### src/rtl/data_memory_16x4.sv
// Single-port 16x4 synchronous data RAM with registered read and write-through.
// Contents and read register power up cleared; synchronous reset clears everything.
module data_memory_16x4 #(
  parameter int DATA_WIDTH = 4,
  parameter int ADDR_WIDTH = 4
) (
  input  logic                  clock,
  input  logic                  reset,
  input  logic [ADDR_WIDTH-1:0] address,
  input  logic [DATA_WIDTH-1:0] data,
  input  logic                  wren,
  output logic [DATA_WIDTH-1:0] q
);

  localparam int DEPTH = 1 << ADDR_WIDTH;

  // Declaration initialisers give the empty-at-power-up contents.
  logic [DATA_WIDTH-1:0] mem_q [DEPTH] = '{default: '0};
  logic [DATA_WIDTH-1:0] q_q = '0;
  logic [DATA_WIDTH-1:0] q_d;

  // Write-through: a write also presents the new word on the read register.
  always_comb begin
    q_d = mem_q[address];
    if (reset) begin
      q_d = '0;
    end else if (wren) begin
      q_d = data;
    end
  end

  always_ff @(posedge clock) begin
    q_q <= q_d;
    if (reset) begin
      for (int i = 0; i < DEPTH; i++) begin
        mem_q[i] <= '0;
      end
    end else if (wren) begin
      mem_q[address] <= data;
    end
  end

  assign q = q_q;

endmodule

### config.mk
export PLATFORM = sky130hd
export DESIGN_NAME = data_memory_16x4
export DESIGN_NICKNAME = d
export VERILOG_FILES = /design/src/rtl/data_memory_16x4.sv
export SDC_FILE = /design/constraint.sdc
export NUM_CORES = 1
export LEC_CHECK = 0
export BUFFER_PORTS_ARGS = -buffer_cell sky130_fd_sc_hd__buf_4
export CELL_PAD_IN_SITES_DETAIL_PLACEMENT = 1
export CELL_PAD_IN_SITES_GLOBAL_PLACEMENT = 2
export CORE_ASPECT_RATIO = 1.4
export CORE_UTILIZATION = 40
export DETAILED_ROUTE_END_ITERATION = 7
export PLACE_DENSITY_LB_ADDON = 0.1
export SYNTH_ARGS = -nofsm -noshare
export SYNTH_HDL_FRONTEND = slang
export SYNTH_SLANG_ARGS = --single-unit
### constraint.sdc
create_clock -name clock -period 4.7 [get_ports clock]
set_input_delay 0.235 -clock clock [delete_from_list [all_inputs] [get_ports clock]]
set_output_delay 0.235 -clock clock [all_outputs]
set_load 0.1 [all_outputs]
==> flow_summary.json <==
{
  "syn_nets": 260,
  "timing.critical_path.fanout_max": 20,
  "reg2regPathDepth": 4,
  "power.switching_fraction_pct": 24.4,
  "finalMaxSlewViolations": 0,
  "slowest_stage": "sky130_fd_sc_hd__o31ai_1",
  "io_buffer_count": 14,
  "cts.reportedPaths.clkPinSlew_ns": 0.07,
  "tritoncts_num_sinks": 68,
  "postSynthCellCount": 249,
  "fp.dieW_um": 78.0,
  "yosys_warnings": 0,
  "finClkSkew_ns": 0.00882,
  "hold_start": "wren",
  "post_synth_fa_ha_maj_area_fraction_pct": 0,
  "core_region_area_sq_um": 7800,
  "synthSimpleGateAreaFrac_pct": 15.5,
  "hold_violations": 0,
  "timing.final.crit_share_pct": 41.7,
  "place.gp.congestion": 0.739,
  "crit-reg2reg-capture": "q[1]$_SDFF_PP0_",
  "final_cells": 349,
  "numCtsBuffers": 9,
  "synth-seq-cells": 68,
  "net_count_final": 255,
  "main_combinational_cell_family_by_area_after_synthesis": "simple AND/OR/NAND/NOR gates",
  "cp.arrival_ns": 1.96,
  "ir_drop_mv": 0.192,
  "fillers": 828,
  "netlist_area_sq_um": 3240,
  "detailroute.via_count": 2117,
  "max_stage_delay_ns": 0.74,
  "area_growth_pct": 8.43,
  "detailed_place_hpwl_um": 5430,
  "wire_length_of_the_first_global_routing_pass_um": 12800,
  "worstSetupPathType": "input port to flip-flop",
  "static-leakage-power_nw": 1.10,
  "drc": 0,
  "final.hold.worst_slack_ns": 0.131,
  "antenna_cells_inserted": 0,
  "start_util_pct": 41.5,
  "top_level_ports": 15,
  "avgRoutedWirePerCell_um": 23.3,
  "global_route.usage.total_pct": 21.4,
  "synth-compound-area-share_pct": 5.96,
  "post_cts_hold_buffer_count": 0,
  "worstHoldEndpoint": "q[1]$_SDFF_PP0_",
  "timing.final.crit_period_ns": 1.96,
  "synth-seq-area-share_pct": 61.9,
  "switching_power_w": 0.000333,
  "final_core_utilization_pct": 45.0,
  "timing.final.setup_violations": 0,
  "pin_count_of_the_biggest_net_entering_global_routing": 48,
  "startpoint_type": "input port",
  "cts-resized-gates": 0,
  "dp.cells": 333,
  "p_comb_share_pct": 10.3,
  "cts_tree": "yes",
  "min_path_type": "input port to flip-flop",
  "drv.max_cap_violation_count": 0,
  "fin_setup_tns_ns": 0,
  "ant_nets": 0,
  "gr-total-overflow": 0,
  "worst-r2r-setup-slack_ns": 3.10,
  "yosys-mux-area-fraction_pct": 11.0,
  "slew-limit-headroom_pct": 45.7,
  "synth.distinct_cells": 28,
  "floorplan.die_area_sq_um": 8460,
  "run_status": "finished, final reports clean",
  "unrepaired_setup_endpoints_after_global_routing": "false",
  "syn_avg_cell_area_sq_um": 13.0,
  "p_total_w": 0.00136,
  "clockBufferDepth": 2,
  "critical_path_cell_sequence": "buf_4, nor2b_1, nand3_1, o31ai_1",
  "wirelength_um": 8150,
  "cell_internal_pwr_w": 0.00103,
  "detailedRoute.firstIterationViolations": 128,
  "fp-row-count": 38,
  "pwr_per_cell_area_nw_per_um2": 389,
  "worst_pin_slew_ns": 0.814,
  "post_cts.repair.setup_buffers": 0,
  "grt_pass1_vias": 2286,
  "r2r-start": "mem_q[8][1]$_SDFFCE_PN0P_",
  "htree_levels": 3,
  "clock_power_share_pct": 37.7,
  "grt_antenna_before_repair": 0,
  "worstPathRequired_ns": 4.70,
  "dieHeight_um": 108,
  "detailedRoute.firstPassIterationCount": 4,
  "layout-drive-gt1-share_pct": 13.3,
  "post_drt_via_cell_ratio": 6.07,
  "clk-insertion-delay-late_ns": 0.36,
  "clock-root-buffer": "sky130_fd_sc_hd__clkbuf_8",
  "maxClockFrequency_mhz": 510,
  "crit_path_end_kind": "flip-flop",
  "synthXorXnorAreaFrac_pct": 0,
  "pwr-share-seq_pct": 52.0,
  "hold_depth": 2
}
==> cell families (layout without fill, tap and decap cells) <==
group | Yosys count | count (layout)
AOI/OAI and AO/OA | 28 | 28
buffers and inverters | 35 | 35
DFF | 68 | 68
muxes | 24 | 24
and+or+nand+nor | 94 | 94
==> registers in the layout, summed over array words and instances (netlist names) <==
register	flops
mem_q	64
q	4
==> power groups by stage <==
stage	logic, W	registers, W	clock network, W
floorplan	0.0000856	0.000737	0
global placement	0.000136	0.000722	0
detailed placement	0.000141	0.000724	0
CTS	0.000141	0.000711	0.000519
global route	0.000150	0.000712	0.000544
finish	0.000141	0.000710	0.000514
==> worst max-delay path by stage <==
| stage | startpoint | end | slack [ns] | cells after the start |
|---|---|---|---|---|
| after global placement | address[1] | mem_q[1][2]$_SDFFCE_PN0P_ | 2.48 | 4 |
| after CTS | reset | mem_q[3][2]$_SDFFCE_PN0P_ | 2.74 | 4 |
| after floorplan | address[1] | mem_q[1][0]$_SDFFCE_PN0P_ | 3.01 | 5 |
| after detailed placement | reset | mem_q[3][0]$_SDFFCE_PN0P_ | 2.37 | 4 |
| final | reset | mem_q[3][2]$_SDFFCE_PN0P_ | 2.74 | 4 |
| after global routing | reset | mem_q[2][3]$_SDFFCE_PN0P_ | 2.55 | 4 |
==> synth_stat cells <==
cell type / instances / area share [%]
sky130_fd_sc_hd__o21bai_1: 3 / 0.70
sky130_fd_sc_hd__a211oi_1: 4 / 0.93
sky130_fd_sc_hd__buf_12: 1 / 0.62
sky130_fd_sc_hd__o21ai_0: 6 / 0.93
sky130_fd_sc_hd__nand2b_1: 6 / 1.2
sky130_fd_sc_hd__buf_6: 4 / 1.4
sky130_fd_sc_hd__edfxtp_1: 64 / 59
sky130_fd_sc_hd__or2_2: 1 / 0.19
sky130_fd_sc_hd__clkbuf_1: 23 / 2.7
sky130_fd_sc_hd__o22ai_1: 4 / 0.77
sky130_fd_sc_hd__buf_2: 1 / 0.15
sky130_fd_sc_hd__nor4_1: 20 / 3.9
sky130_fd_sc_hd__buf_4: 1 / 0.23
sky130_fd_sc_hd__nor2_1: 5 / 0.58
sky130_fd_sc_hd__dfxtp_1: 4 / 2.5
sky130_fd_sc_hd__a2111oi_1: 4 / 1.2
sky130_fd_sc_hd__mux4_2: 4 / 2.8
sky130_fd_sc_hd__nand2_1: 3 / 0.35
sky130_fd_sc_hd__nand3b_1: 1 / 0.23
sky130_fd_sc_hd__o31ai_1: 4 / 0.93
sky130_fd_sc_hd__inv_1: 1 / 0.12
sky130_fd_sc_hd__nor3_1: 52 / 8.0
sky130_fd_sc_hd__nor2b_1: 5 / 0.97
sky130_fd_sc_hd__nand3_1: 1 / 0.15
sky130_fd_sc_hd__mux2i_1: 16 / 4.9
sky130_fd_sc_hd__clkinv_1: 4 / 0.46
sky130_fd_sc_hd__mux4_1: 4 / 3.2
sky130_fd_sc_hd__o21ai_1: 3 / 0.46
==> per-stage QoR <==
stage | area (sq um) | worst slack, ns
CTS | 3510 | 2.74
detailed placement | 3300 | 2.37
floorplan | 3240 | 3.01
global route | 3510 | 2.55
global placement | 3300 | 2.48
finish | 3510 | 2.74
==> critical path, delay by kind of cell <==
family | cells | cell delay, ns
simple gates | 2 | 0.82
compound gates | 1 | 0.74
buf+inv | 1 | 0.15
==> cells in the final DEF, fill, tap and decap left out <==
cell type / instances
sky130_fd_sc_hd__a2111oi_1: 4
sky130_fd_sc_hd__a211oi_1: 4
sky130_fd_sc_hd__buf_4: 14
sky130_fd_sc_hd__bufinv_16: 2
sky130_fd_sc_hd__clkbuf_1: 1
sky130_fd_sc_hd__clkbuf_8: 9
sky130_fd_sc_hd__clkinv_1: 5
sky130_fd_sc_hd__clkinv_2: 3
sky130_fd_sc_hd__dfxtp_1: 4
sky130_fd_sc_hd__edfxtp_1: 64
sky130_fd_sc_hd__inv_1: 1
sky130_fd_sc_hd__mux2i_1: 16
sky130_fd_sc_hd__mux4_1: 4
sky130_fd_sc_hd__mux4_2: 4
sky130_fd_sc_hd__nand2_1: 3
sky130_fd_sc_hd__nand2b_1: 6
sky130_fd_sc_hd__nand3_1: 1
sky130_fd_sc_hd__nand3b_1: 1
sky130_fd_sc_hd__nor2_1: 5
sky130_fd_sc_hd__nor2b_1: 5
sky130_fd_sc_hd__nor3_1: 52
sky130_fd_sc_hd__nor4_1: 20
sky130_fd_sc_hd__o21ai_0: 6
sky130_fd_sc_hd__o21ai_1: 3
sky130_fd_sc_hd__o21bai_1: 3
sky130_fd_sc_hd__o22ai_1: 4
sky130_fd_sc_hd__o31ai_1: 4
sky130_fd_sc_hd__or2_2: 1
==> cell type report <==
class | instances | area (sq um) | share of cell area (%)
well taps | 100 | 125 | 3.57
inverters | 5 | 18.8 | 0.535
clock inverters | 6 | 78.8 | 2.25
clock buffers | 10 | 128 | 3.64
flip-flops and latches | 68 | 2000 | 57.1
repair buffers | 14 | 105 | 3.00
multi-input cells | 146 | 1050 | 30.0
==> layer usage <==
metal / GRT usage, % / routed length, um
met1: 24.0 / 3370
met3: 4.64 / 258
met5: 0 / 0
met2: 37.8 / 4310
met4: 11.9 / 211
Power figures use the tool's default switching activity.
